## src/rtl/clock_period_meter_pkg.sv

```systemverilog
// Shared types and helpers for the clock period meter and the divider family.
// Holds the measurement state encoding and the counter-width helper.
package clock_meter_pkg;

  typedef enum logic [1:0] {
    IDLE      = 2'd0,
    WAIT_RISE = 2'd1,
    MEASURE   = 2'd2,
    TIMEOUT   = 2'd3
  } meter_state_e;

  // Smallest n such that 2**n >= value; also sizes the divider counters.
  function automatic int CeilLog2(input int value);
    int n;
    n = 0;
    for (int i = 0; i < 31; i++) begin
      if ((longint'(1) << i) < longint'(value)) begin
        n = i + 1;
      end
    end
    return n;
  endfunction

endpackage

```

## src/rtl/clock_period_meter_edge_sync.sv

```systemverilog
// Brings an asynchronous slow clock into the reference domain and reports its
// synchronized level together with single-cycle rise and fall strobes.
module edge_sync #(
  parameter int SYNC_STAGES = 2
) (
  input  logic clk,
  input  logic rst,
  input  logic async_in,
  output logic rise,
  output logic fall,
  output logic level
);

  logic [SYNC_STAGES-1:0] sync_q;
  logic [SYNC_STAGES-1:0] sync_d;
  logic                   hist_q;
  logic                   hist_d;

  // SYNC_STAGES must be at least 2 so the lower slice below is well formed.
  always_comb begin
    sync_d = {sync_q[SYNC_STAGES-2:0], async_in};
    hist_d = sync_q[SYNC_STAGES-1];
  end

  always_ff @(posedge clk or posedge rst) begin
    if (rst) begin
      sync_q <= '0;
      hist_q <= 1'b0;
    end else begin
      sync_q <= sync_d;
      hist_q <= hist_d;
    end
  end

  assign level = sync_q[SYNC_STAGES-1];
  assign rise  = level & ~hist_q;
  assign fall  = ~level & hist_q;

endmodule

```

## src/rtl/clock_period_meter.sv

```systemverilog
// Measures period and high time of a slow toggling input in reference-clock
// cycles, with timeout (no_signal) and frequency-lock detection.
module clock_period_meter
  import clock_meter_pkg::*;
#(
  parameter int REFERENCE_CLOCK   = 50_000_000,
  parameter int MAX_PERIOD        = 1024,
  parameter int NBITS_FOR_COUNTER = CeilLog2(MAX_PERIOD + 1),
  parameter int SYNC_STAGES       = 2,
  parameter int LOCK_COUNT        = 4,
  parameter int TOLERANCE         = 1
) (
  input  logic                         clk_FPGA,
  input  logic                         reset,
  input  logic                         enable,
  input  logic                         signal_in,
  output logic [NBITS_FOR_COUNTER-1:0] period_out,
  output logic [NBITS_FOR_COUNTER-1:0] high_out,
  output logic                         measure_valid,
  output logic                         no_signal,
  output logic                         locked
);

  localparam int NB = NBITS_FOR_COUNTER;
  localparam int MW = CeilLog2(LOCK_COUNT + 1);
  localparam logic [NB-1:0] LAST_CNT = NB'(MAX_PERIOD - 1);
  localparam logic [NB:0]   TOL      = (NB + 1)'(TOLERANCE);
  localparam logic [MW-1:0] LOCK_MAX = MW'(LOCK_COUNT);

  logic sig_rise;
  logic sig_fall;
  logic sig_level_unused;

  edge_sync #(
    .SYNC_STAGES(SYNC_STAGES)
  ) u_edge_sync (
    .clk     (clk_FPGA),
    .rst     (reset),
    .async_in(signal_in),
    .rise    (sig_rise),
    .fall    (sig_fall),
    .level   (sig_level_unused)
  );

  meter_state_e  state_q, state_d;
  logic [NB-1:0] cnt_q, cnt_d;
  logic [NB-1:0] high_cnt_q, high_cnt_d;
  logic [NB-1:0] period_q, period_d;
  logic [NB-1:0] high_q, high_d;
  logic [NB-1:0] prev_q, prev_d;
  logic          have_prev_q, have_prev_d;
  logic [MW-1:0] match_q, match_d;
  logic          valid_q, valid_d;
  logic          no_signal_q, no_signal_d;
  logic          locked_q, locked_d;

  logic [NB-1:0] cnt_inc;
  logic [NB:0]   diff;
  logic [NB:0]   abs_diff;
  logic [MW-1:0] match_next;
  logic          go_timeout;

  // Candidate period is cnt+1; compare against the previous one, one bit wider.
  always_comb begin
    cnt_inc  = cnt_q + 1'b1;
    diff     = {1'b0, cnt_inc} - {1'b0, prev_q};
    abs_diff = diff[NB] ? (~diff + 1'b1) : diff;
    if (have_prev_q && (abs_diff <= TOL)) begin
      match_next = (match_q == LOCK_MAX) ? match_q : match_q + 1'b1;
    end else begin
      match_next = '0;
    end
  end

  always_comb begin
    state_d     = state_q;
    cnt_d       = cnt_q;
    high_cnt_d  = high_cnt_q;
    period_d    = period_q;
    high_d      = high_q;
    prev_d      = prev_q;
    have_prev_d = have_prev_q;
    match_d     = match_q;
    valid_d     = 1'b0;
    no_signal_d = no_signal_q;
    locked_d    = locked_q;
    go_timeout  = 1'b0;

    if (!enable) begin
      state_d     = IDLE;
      cnt_d       = '0;
      high_cnt_d  = '0;
      have_prev_d = 1'b0;
      match_d     = '0;
      no_signal_d = 1'b0;
      locked_d    = 1'b0;
    end else begin
      unique case (state_q)
        IDLE: begin
          cnt_d      = '0;
          high_cnt_d = '0;
          state_d    = WAIT_RISE;
        end
        // The partial period before the first rise is thrown away, but still
        // counted so that a dead input is caught here too.
        WAIT_RISE: begin
          if (sig_rise) begin
            cnt_d      = '0;
            high_cnt_d = '0;
            state_d    = MEASURE;
          end else if (cnt_q == LAST_CNT) begin
            go_timeout = 1'b1;
          end else begin
            cnt_d = cnt_inc;
          end
        end
        MEASURE: begin
          if (sig_rise) begin
            period_d    = cnt_inc;
            high_d      = high_cnt_q;
            valid_d     = 1'b1;
            cnt_d       = '0;
            high_cnt_d  = '0;
            prev_d      = cnt_inc;
            have_prev_d = 1'b1;
            match_d     = match_next;
            locked_d    = (match_next == LOCK_MAX);
          end else if (cnt_q == LAST_CNT) begin
            go_timeout = 1'b1;
          end else begin
            cnt_d = cnt_inc;
            if (sig_fall) begin
              high_cnt_d = cnt_inc;
            end
          end
        end
        TIMEOUT: begin
          cnt_d      = '0;
          high_cnt_d = '0;
          if (sig_rise) begin
            no_signal_d = 1'b0;
            state_d     = MEASURE;
          end
        end
        default: begin
          state_d = IDLE;
        end
      endcase
    end

    // Losing the signal invalidates both results and the lock history.
    if (go_timeout) begin
      state_d     = TIMEOUT;
      cnt_d       = '0;
      high_cnt_d  = '0;
      period_d    = '0;
      high_d      = '0;
      have_prev_d = 1'b0;
      match_d     = '0;
      no_signal_d = 1'b1;
      locked_d    = 1'b0;
    end
  end

  always_ff @(posedge clk_FPGA or posedge reset) begin
    if (reset) begin
      state_q     <= IDLE;
      cnt_q       <= '0;
      high_cnt_q  <= '0;
      period_q    <= '0;
      high_q      <= '0;
      prev_q      <= '0;
      have_prev_q <= 1'b0;
      match_q     <= '0;
      valid_q     <= 1'b0;
      no_signal_q <= 1'b0;
      locked_q    <= 1'b0;
    end else begin
      state_q     <= state_d;
      cnt_q       <= cnt_d;
      high_cnt_q  <= high_cnt_d;
      period_q    <= period_d;
      high_q      <= high_d;
      prev_q      <= prev_d;
      have_prev_q <= have_prev_d;
      match_q     <= match_d;
      valid_q     <= valid_d;
      no_signal_q <= no_signal_d;
      locked_q    <= locked_d;
    end
  end

  assign period_out    = period_q;
  assign high_out      = high_q;
  assign measure_valid = valid_q;
  assign no_signal     = no_signal_q;
  assign locked        = locked_q;

endmodule

```

## config.mk

```make
export PLATFORM = sky130hd
export DESIGN_NAME = clock_period_meter
export DESIGN_NICKNAME = d
export VERILOG_FILES = /design/src/rtl/clock_period_meter_pkg.sv /design/src/rtl/clock_period_meter_edge_sync.sv /design/src/rtl/clock_period_meter.sv
export SDC_FILE = /design/constraint.sdc
export NUM_CORES = 1
export LEC_CHECK = 0
export CORE_MARGIN = 2
export CORE_UTILIZATION = 40
export CTS_BUF_LIST = sky130_fd_sc_hd__clkbuf_8
export CTS_CLUSTER_SIZE = 25
export DETAILED_ROUTE_END_ITERATION = 6
export GPL_ROUTABILITY_DRIVEN = 0
export GPL_TIMING_DRIVEN = 0
export PLACE_DENSITY = 0.62
export SYNTH_ARGS = -nofsm -noshare
export SYNTH_HDL_FRONTEND = slang
export SYNTH_SLANG_ARGS = --single-unit
export TNS_END_PERCENT = 10
```

## constraint.sdc

```tcl
create_clock -name clk_FPGA -period 8.45 [get_ports clk_FPGA]
set_input_delay 1.69 -clock clk_FPGA [delete_from_list [all_inputs] [get_ports clk_FPGA]]
set_output_delay 1.69 -clock clk_FPGA [all_outputs]
set_load 0.02 [all_outputs]
```

==> results of run 1 <==
-- final cells by class --
type,instances,area [µm²]
fillers,838,4480
multi-input cells,276,1690
flip-flops and latches,67,1680
repair buffers,29,300
inverters,37,139
clock buffers,10,138
well taps,108,135
clock inverters,6,66.3
plain buffers,14,53.8
-- cells in the mapped netlist, drive strengths merged, types with 7 or more instances --
| master | n |
|---|---|
| ha | 19 |
| a21oi | 34 |
| inv | 37 |
| a211oi | 9 |
| xnor2 | 9 |
| xor2 | 12 |
| nor3 | 7 |
| clkbuf | 11 |
| nand2 | 60 |
| nand3 | 8 |
| o21ai | 24 |
| dfrtp | 67 |
| nor2 | 39 |
-- power by group --
group | internal, µW | switching (µW) | leakage (µW)
clock | 144 | 125 | 0.0000999
sequential | 349 | 15.7 | 0.000897
combinational | 99.4 | 138 | 0.000943
-- worst max path at each step --
| stage | to | slack, ns | cells after the start |
|---|---|---|---|
| after floorplan | cnt_q[0]$_DFFE_PP0P_ | 5.08 | 1 |
| after global placement | prev_q[3]$_DFFE_PP0P_ | 3.95 | 2 |
| after detailed placement | match_q[0]$_DFFE_PP0P_ | 4.33 | 15 |
| after CTS | match_q[0]$_DFFE_PP0P_ | 4.28 | 15 |
| after global routing | match_q[0]$_DFFE_PP0P_ | 3.87 | 15 |
| final | match_q[0]$_DFFE_PP0P_ | 4.32 | 15 |
-- routing by layer --
| layer | share of wire (%) | GRT usage, % | vias to the layer above |
|---|---|---|---|
| met5 | 0 | 0 | - |
| met1 | 51 | 25.4 | 1352 |
| met4 | 0.66 | 4.32 | 0 |
| met2 | 45 | 23.4 | 48 |
| met3 | 3.4 | 3.87 | 5 |
| li1 | - | - | 1410 |
-- registers in the layout (all words and copies together) (netlist names) --
register and flops:
cnt_q 11, have_prev_q 1, high_cnt_q 11, high_out 11, locked 1, match_q 3, measure_valid 1, no_signal 1
period_out 11, prev_q 11, state_q 2, u_edge_sync.hist_q 1, u_edge_sync.sync_q 2
-- critical path, stage by stage (launching register included) --
cell and delay, ns:
dfrtp_1 0.43, ha_1 0.29, nand3_1 0.12, xor2_1 0.39, inv_1 0.08, ha_1 0.29
clkbuf_1 0.28, nand3_1 0.12, o2111ai_1 0.22, xnor2_1 0.23, nand4_1 0.20, nor2_1 0.20
mux2i_1 0.10, o41ai_1 0.62, nand2_1 0.19, o32ai_2 0.27
-- kinds of logic (layout without fill, tap and decap cells) --
logic type / Yosys count / count (layout) / synth area share (%)
compound gates: 90 / 90 / 15.6
xor+xnor: 21 / 21 / 5.38
fa+ha+maj: 20 / 20 / 7.24
buf+inv: 51 / 96 / 5.41
flops: 67 / 67 / 47.1
mux: 3 / 3 / 0.843
simple gates: 142 / 142 / 18.5
-- through the flow --
| step | power (µW) | setup WS (ns) | std cells | utilization [%] |
|---|---|---|---|---|
| 2_1_floorplan | 540 | 5.08 | 394 | - |
| 3_3_place_gp | 599 | 3.95 | 530 | 45.8 |
| 3_5_place_dp | 608 | 4.33 | 531 | 46.0 |
| 4_1_cts | 878 | 4.28 | 547 | 48.4 |
| 5_1_grt | 919 | 3.87 | 547 | 48.4 |
| 6_report | 871 | 4.32 | 547 | 48.4 |
==> flow_summary_export.csv, run 1 <==
group,metric,value,unit
status,status,"finished clean",
yosys,async_flop_share,100,%
routing,viasPerCell,5.15,
yosys,synth_top_cell_area_share,47.1,%
place,dpl.hpwl,5.77,mm
yosys,synthFlopType,"dfrtp_1",
worst_setup_path,r2r_slack,4.32,ns
place,dpl_cell_area,4000,µm²
power,power_density,207,nW/µm²
yosys,synth_edf_count,0,
floorplan,start_util,41.0,%
place,portBuffers,28,
yosys,synth.area.top_cells,"dfrtp_1 (47%), ha_1 (6.7%), nand2_1 (6.3%)",
run,cap_violations,0,
finish,nets,458,
yosys,synth.cell_area,3560,µm²
sta,final.period_utilization,48.9,%
finish,final_cell_mix,"dfrtp_1 (67), nand2_1 (60), nor2_1 (39)",
global_route,antenna_found_initial,0,
finish,design_area,4200,µm²
sta,post-route-min-period,4.13,ns
clock_network,root_buffer,"clkbuf_8",
finish,drive_above_1_share,6.61,%
routing,wl,7.72,mm
sta,hold-worst-slack,0.352,ns
yosys,yosysWarnings,0,
global_route,grt_pass1_vias,2665,
routing,vias,2815,
routing,drt-initial-drc-count,125,
global_route,grt_use_total,16.6,%
sta,max_slew.worst_pin.slew,0.602,ns
routing,route.detailed.drc,0,
clock_network,clk_pin_slew,0.07,ns
worst_setup_path,ff2ff_path_depth,15,
yosys,ys_seq_elements,67,
sta,fmax,242,MHz
finish,area_growth,18.0,%
yosys,avgSynthCellArea,9.04,µm²
worst_setup_path,cp.required,8.71,ns
worst_setup_path,cp-start-kind,"flop",
worst_setup_path,startpoint,"cnt_q[1]$_DFFE_PP0P_",
clock_network,cts_hold_buffers,0,
sta,hold_viol_final,0,
floorplan,die_y,98.4,µm
floorplan,die_w,98.4,µm
clock_network,numClockSinks,67,
sta,rsz0062_at_grt,"false",
worst_setup_path,end_kind,"flop",
floorplan,rows,34,
floorplan,die_area,9670,µm²
routing,first_pass_iters,4,
hold_path,hold_path_class,"reg2reg",
routing,ant_nets,0,
clock_network,tritoncts,"built",
global_route,grt_max_degree,43,
global_route,grt_overflow_total,0,
clock_network,clk_latency,0.35,ns
worst_setup_path,r2r-start,"cnt_q[1]$_DFFE_PP0P_",
clock_network,clockBufferDepth,2,
clock_network,cts_resized,0,
routing,wl_per_cell,14.1,µm
sta,totalNegativeSetupSlack,0,ns
clock_network,h-tree-depth,3,
sta,slew_headroom,59.3,%
hold_path,hold_depth,0,
sta,slew_violations,0,
worst_setup_path,worstPathArrival,4.39,ns
worst_setup_path,path_class,"reg2reg",
finish,n_antenna_cell,0,
clock_network,postCtsSetupBuffers,0,
floorplan,pin_count,29,
power,ir_worst_vdd,111,µV
sta,finalClockSkew,0.0114,ns
hold_path,hold_start,"u_edge_sync.sync_q[0]$_DFF_PP0_",
hold_path,min_to,"u_edge_sync.sync_q[1]$_DFF_PP0_",
sta,final-setup-viol-count,0,
global_route,grt_pass1_wl,13.0,mm
yosys,yosys.area.top_type,"dfrtp_1",
finish,final_common_cell,"dfrtp_1",
worst_setup_path,rr_endpoint,"match_q[0]$_DFFE_PP0P_",
yosys,netlist_instances,394,
floorplan,core_area,8680,µm²
power,leakagePower,0.00194,µW
clock_network,numCtsBuffers,9,
yosys,synth_cell_types,53,
yosys,syn_nets,418,
yosys,ys_seq_area_share,47.1,%
worst_setup_path,cp_max_fo,8,
(Power assumes the default switching activity.)
==> run 2: changes to the inputs <==
clock period = 4.02 ns   (was 8.45 ns; I/O delays follow)
==> run 2 against run 1 <==
Compared with the run above: critical path depth decreased by 1; die area unchanged; non-clock buffer count decreased by 1; wire length increased by 0.12%; power increased by 110%; clock power increased by 110%; sequential cell count unchanged; global-route usage about the same; highest routed layer unchanged.
==> flow_summary_export.csv, run 2 (synthesis results as in run 1) <==
group,metric,value,unit
sta,post-route-min-period,3.78,ns
clock_network,clk_latency,0.34,ns
hold_path,hold_path_class,"reg2reg",
floorplan,die_w,98.4,µm
place,dpl_cell_area,4000,µm²
routing,ant_nets,0,
worst_setup_path,cp_max_fo,6,
routing,first_pass_iters,4,
hold_path,min_to,"u_edge_sync.sync_q[1]$_DFF_PP0_",
power,pwr-share-comb,27.5,%
worst_setup_path,cp-start-kind,"flop",
finish,area_growth,19.5,%
finish,utilization,49.0,%
worst_setup_path,worstPathArrival,4.01,ns
sta,final-setup-viol-count,0,
power,pwr-share-seq,41.8,%
global_route,grt_overflow_total,0,
floorplan,start_util,41.0,%
worst_setup_path,rr_endpoint,"match_q[2]$_DFFE_PP0P_",
clock_network,tritoncts,"built",
power,total_power,1830,µW
finish,final_common_cell,"dfrtp_1",
place,portBuffers,28,
power,ir_worst_vdd,231,µV
clock_network,root_buffer,"clkbuf_8",
sta,rsz0062_at_grt,"false",
status,status,"finished clean",
clock_network,clk_pin_slew,0.07,ns
place,dpl.hpwl,5.77,mm
routing,wl_met2,3.44,mm
sta,hold-worst-slack,0.353,ns
worst_setup_path,ff2ff_path_depth,14,
sta,slew_headroom,59.1,%
routing,wl,7.73,mm
power,swShare,32.0,%
routing,drt-initial-drc-count,115,
hold_path,hold_depth,0,
routing,viasPerCell,5.14,
power,power_density,431,nW/µm²
floorplan,rows,34,
routing,dr_wl_met3,223,µm
sta,finalClockSkew,0.0109,ns
worst_setup_path,cp.required,4.25,ns
sta,final.period_utilization,93.9,%
clock_network,h-tree-depth,3,
global_route,grt_use_total,16.6,%
worst_setup_path,end_kind,"flop",
finish,final_cell_mix,"dfrtp_1 (67), nand2_1 (60), nor2_1 (39)",
routing,route.detailed.drc,0,
global_route,grt_pass1_vias,2677,
finish,design_area,4260,µm²
floorplan,core_area,8680,µm²
clock_network,postCtsSetupBuffers,0,
clock_network,cts_hold_buffers,0,
global_route,grt_max_degree,43,
power,clock_power_share,30.7,%
clock_network,numClockSinks,67,
global_route,grt_pass1_wl,13.0,mm
floorplan,die_area,9670,µm²
finish,drive_above_1_share,8.90,%
routing,wl_per_cell,14.2,µm
power,p_sw,586,µW
floorplan,pin_count,29,
run,cap_violations,0,
hold_path,hold_start,"u_edge_sync.sync_q[0]$_DFF_PP0_",
routing,vias,2807,
global_route,antenna_found_initial,0,
worst_setup_path,r2r_slack,0.24,ns
floorplan,die_y,98.4,µm
worst_setup_path,r2r-start,"cnt_q[2]$_DFFE_PP0P_",
sta,max_slew.worst_pin.slew,0.613,ns
clock_network,clockBufferDepth,2,
routing,wl_met1,4.03,mm
finish,n_antenna_cell,0,
sta,slew_violations,0,
clock_network,numCtsBuffers,9,
power,leakagePower,0.00196,µW
finish,nets,457,
sta,hold_viol_final,0,
worst_setup_path,path_class,"reg2reg",
routing,top_layer,"met4",
power,power.internal,1250,µW
sta,fmax,265,MHz
## run 2: worst max-delay path by stage
| stage | start | end | slack [ns] | cells past startpoint |
|---|---|---|---|---|
| after CTS | cnt_q[0]$_DFFE_PP0P_ | match_q[0]$_DFFE_PP0P_ | 0.05 | 15 |
| after detailed placement | cnt_q[1]$_DFFE_PP0P_ | match_q[0]$_DFFE_PP0P_ | -0.1 | 15 |
| after global placement | cnt_q[1]$_DFFE_PP0P_ | match_q[0]$_DFFE_PP0P_ | 0.02 | 15 |
| final | cnt_q[2]$_DFFE_PP0P_ | match_q[2]$_DFFE_PP0P_ | 0.24 | 14 |
| after global routing | cnt_q[2]$_DFFE_PP0P_ | match_q[2]$_DFFE_PP0P_ | 0.06 | 15 |
| after floorplan | cnt_q[1]$_DFFE_PP0P_ | match_q[0]$_DFFE_PP0P_ | 0.69 | 14 |
## run 2: what timing repair did
action,in CTS,in global routing
pin swaps,0,1
cloned,0,0
resized for setup,3,8
hold endpoints to repair,0,0
endpoints found under the setup margin,4,4
## run 2: power by group through the flow
stage                     Clock (µW)  Combinational, µW  Sequential [µW]
after floorplan                    0                329              805
after global placement             0                481              779
after detailed placement           0                499              778
after CTS                        577                506              766
after global routing             605                558              773
final                            563                504              767
## run 2: area by class of cell
class / count / area, µm²
Fill cell: 830 / 4420
Multi-Input combinational cell: 276 / 1750
Sequential cell: 67 / 1680
Timing Repair Buffer: 29 / 300
Inverter: 37 / 139
Clock buffer: 10 / 138
Tap cell: 108 / 135
Clock inverter: 6 / 66.3
Buffer: 13 / 51.3
## run 2: worst max-delay path, stage by stage, from the launching register on
cell and delay, ns:
dfrtp_1 0.45, and4_1 0.25, and3_1 0.20, nand2_1 0.16
xor2_1 0.40, inv_1 0.09, ha_1 0.32, a21o_1 0.22
a22o_1 0.18, a311o_2 0.42, mux2i_1 0.14, a21oi_1 0.35
inv_1 0.11, and4_1 0.21, o22a_1 0.17
## run 2: layer usage
| layer | vias up | GRT usage (%) |
|---|---|---|
| met5 | - | 0 |
| met4 | 0 | 4.32 |
| met3 | 5 | 3.87 |
| met2 | 43 | 23.5 |
| met1 | 1352 | 25.5 |
| li1 | 1407 | - |
## run 2: metrics by stage
stage,instances,setup TNS [ns],worst slack [ns]
4_1_cts,547,0,0.0529
2_1_floorplan,394,0,0.691
6_report,546,0,0.245
5_1_grt,546,0,0.0555
3_3_place_gp,530,0,0.0160
3_5_place_dp,531,-0.148,-0.0981
==> run 3: changes to the inputs <==
--- a/config.mk
+++ b/config.mk
@@ -6,4 +6,6 @@
 export NUM_CORES = 1
 export LEC_CHECK = 0
+export CELL_PAD_IN_SITES_DETAIL_PLACEMENT = 1
+export CELL_PAD_IN_SITES_GLOBAL_PLACEMENT = 1
 export CORE_MARGIN = 2
 export CORE_UTILIZATION = 40
@@ -11,7 +13,6 @@
 export CTS_CLUSTER_SIZE = 25
 export DETAILED_ROUTE_END_ITERATION = 6
-export GPL_ROUTABILITY_DRIVEN = 0
 export GPL_TIMING_DRIVEN = 0
-export PLACE_DENSITY = 0.62
+export PLACE_DENSITY = 0.76
 export SYNTH_ARGS = -nofsm -noshare
 export SYNTH_HDL_FRONTEND = slang
==> constraint.sdc (replaced) <==
create_clock -name clk_FPGA -period 4.02 [get_ports clk_FPGA]
set_input_delay 0.804 -clock clk_FPGA [delete_from_list [all_inputs] [get_ports clk_FPGA]]
set_output_delay 0.804 -clock clk_FPGA [all_outputs]
set_load 0.005 [all_outputs]
==> run 3 against run 2 <==
Compared with the run above: non-clock buffer count did not move; critical path type unchanged; maximum frequency decreased by 0.20%; power rose by 0.52%; wire length rose by 20%; critical endpoint unchanged; first-iteration DRC count shrank 50%; sequential power barely moved; core utilization about the same; worst setup slack got worse by 0.0075 ns; clock skew about the same; critical path depth rose by 1; cell count stayed put.
==> flow_summary_export.csv, run 3 (synthesis results as in run 1) <==
group,metric,value,unit
status,status,"finished clean",
routing,viasPerCell,5.34,
sta,slew_headroom,44.5,%
worst_setup_path,crit_end,"match_q[2]$_DFFE_PP0P_",
worst_setup_path,cp-start-kind,"flop",
routing,drt-initial-drc-count,57,
worst_setup_path,startpoint,"cnt_q[2]$_DFFE_PP0P_",
sta,max_slew.worst_pin.slew,0.832,ns
place,place_inst,530,
worst_setup_path,cp.required,4.26,ns
hold_path,hold_path_class,"reg2reg",
finish,area_growth,19.6,%
floorplan,pin_count,29,
clock_network,root_buffer,"clkbuf_8",
clock_network,clk_pin_slew,0.08,ns
global_route,antenna_found_initial,0,
floorplan,die_y,98.4,µm
worst_setup_path,ff2ff_path_depth,15,
worst_setup_path,r2r-start,"cnt_q[2]$_DFFE_PP0P_",
sta,hold_viol_final,0,
floorplan,die_w,98.4,µm
finish,nets,457,
finish,utilization,49.1,%
floorplan,die_area,9670,µm²
routing,vias,2918,
worst_setup_path,path_class,"reg2reg",
clock_network,cts_hold_buffers,0,
routing,route.detailed.drc,0,
routing,ant_nets,0,
clock_network,h-tree-depth,3,
worst_setup_path,rr_endpoint,"match_q[2]$_DFFE_PP0P_",
power,leakagePower,0.00196,µW
place,portBuffers,28,
sta,fmax,264,MHz
finish,stdcell_count,546,
global_route,grt_pass1_wl,15.5,mm
sta,hold-worst-slack,0.354,ns
clock_network,clk_latency,0.35,ns
worst_setup_path,worstPathCellList,"and4_1 > and3_1 > nand2_1 > nor3_1 > nor2_1 > inv_1 > ha_1 > and2_1 > a22o_1 > a311o_1 > mux2i_1 > a21oi_2 > inv_1 > and4_1 > o22a_1",
sta,rsz0062_at_grt,"false",
finish,drive_above_1_share,9.36,%
global_route,grt_pass1_vias,3117,
power,power_density,433,nW/µm²
sta,post-route-min-period,3.78,ns
global_route,grt_max_degree,68,
floorplan,rows,34,
global_route,grt_overflow_total,0,
floorplan,core_area,8680,µm²
worst_setup_path,cp_slowest_cell,"dfrtp_1",
floorplan,start_util,41.0,%
finish,final_cell_mix,"dfrtp_1 (67), nand2_1 (60), nor2_1 (39)",
clock_network,numClockSinks,67,
power,ir_worst_vdd,248,µV
worst_setup_path,critPathMaxStageDelay,0.45,ns
finish,final_common_cell,"dfrtp_1",
clock_network,clockBufferDepth,2,
worst_setup_path,cp_max_fo,6,
routing,wl,9.25,mm
worst_setup_path,end_kind,"flop",
clock_network,numCtsBuffers,9,
sta,final.period_utilization,94.1,%
worst_setup_path,worstPathArrival,4.03,ns
clock_network,tritoncts,"built",
place,dpl.hpwl,6.79,mm
sta,slew_violations,0,
sta,finalClockSkew,0.0107,ns
finish,n_antenna_cell,0,
worst_setup_path,r2r_slack,0.24,ns
place,place_congestion,0.829,
routing,wl_per_cell,16.9,µm
run,cap_violations,0,
global_route,grt_use_total,20.2,%
routing,first_pass_iters,4,
sta,totalNegativeSetupSlack,0,ns
sta,final-setup-viol-count,0,
## run 3: final cells by class
cell class | instances | area (µm²)
clock buffer | 10 | 138
multi-input combinational | 276 | 1760
tap | 108 | 135
fill | 1010 | 4420
clock inverter | 6 | 65.1
timing repair buffer | 29 | 288
inverter | 37 | 141
sequential | 67 | 1680
buffer | 13 | 51.3
## run 3: worst max-delay path, delay by kind of cell (launching register included)
family | cells | cell delay, ns
AOI/OAI and AO/OA | 4 | 1.05
adders and majority gates | 1 | 0.25
buffers and inverters | 2 | 0.18
DFF | 1 | 0.45
muxes | 1 | 0.18
and+or+nand+nor | 7 | 1.57
## run 3: how the worst min path moves through the flow
stage | cells after the start | startpoint | end
floorplan | 0 | u_edge_sync.sync_q[0]$_DFF_PP0_ | u_edge_sync.sync_q[1]$_DFF_PP0_
global placement | 0 | u_edge_sync.sync_q[0]$_DFF_PP0_ | u_edge_sync.sync_q[1]$_DFF_PP0_
detailed placement | 0 | u_edge_sync.sync_q[0]$_DFF_PP0_ | u_edge_sync.sync_q[1]$_DFF_PP0_
CTS | 0 | u_edge_sync.sync_q[0]$_DFF_PP0_ | u_edge_sync.sync_q[1]$_DFF_PP0_
global route | 0 | u_edge_sync.sync_q[0]$_DFF_PP0_ | u_edge_sync.sync_q[1]$_DFF_PP0_
finish | 0 | u_edge_sync.sync_q[0]$_DFF_PP0_ | u_edge_sync.sync_q[1]$_DFF_PP0_
## run 3: report_power, final
| group | internal [µW] | switching [µW] | total (µW) |
|---|---|---|---|
| combinational | 217 | 285 | 503 |
| sequential | 734 | 36.0 | 770 |
| clock | 303 | 268 | 571 |
| total | 1250 | 589 | 1840 |
## run 3: repair_timing
item / 4_1_cts / 5_1_grt
gates resized for setup: 5 / 7
setup endpoints to repair: 4 / 4
pin swaps: 1 / 1
setup buffers: 0 / 1
## run 3: stage by stage
step | setup WS [ns] | total power, µW | cell area (µm²)
after floorplan | 0.691 | 1100 | 3560
after global placement | -0.0152 | 1230 | 3980
after detailed placement | -0.214 | 1260 | 3980
after CTS | 0.0783 | 1840 | 4210
after global routing | 0.0182 | 1950 | 4260
final | 0.237 | 1840 | 4260
## run 3: metal layers
layer  up-vias  wire [µm]  track usage (%)
li1       1401          -                -
met1      1476       4220             26.4
met2        33       4660             33.3
met3         8        271             4.94
met4         0         99             6.01
met5         -          0                0
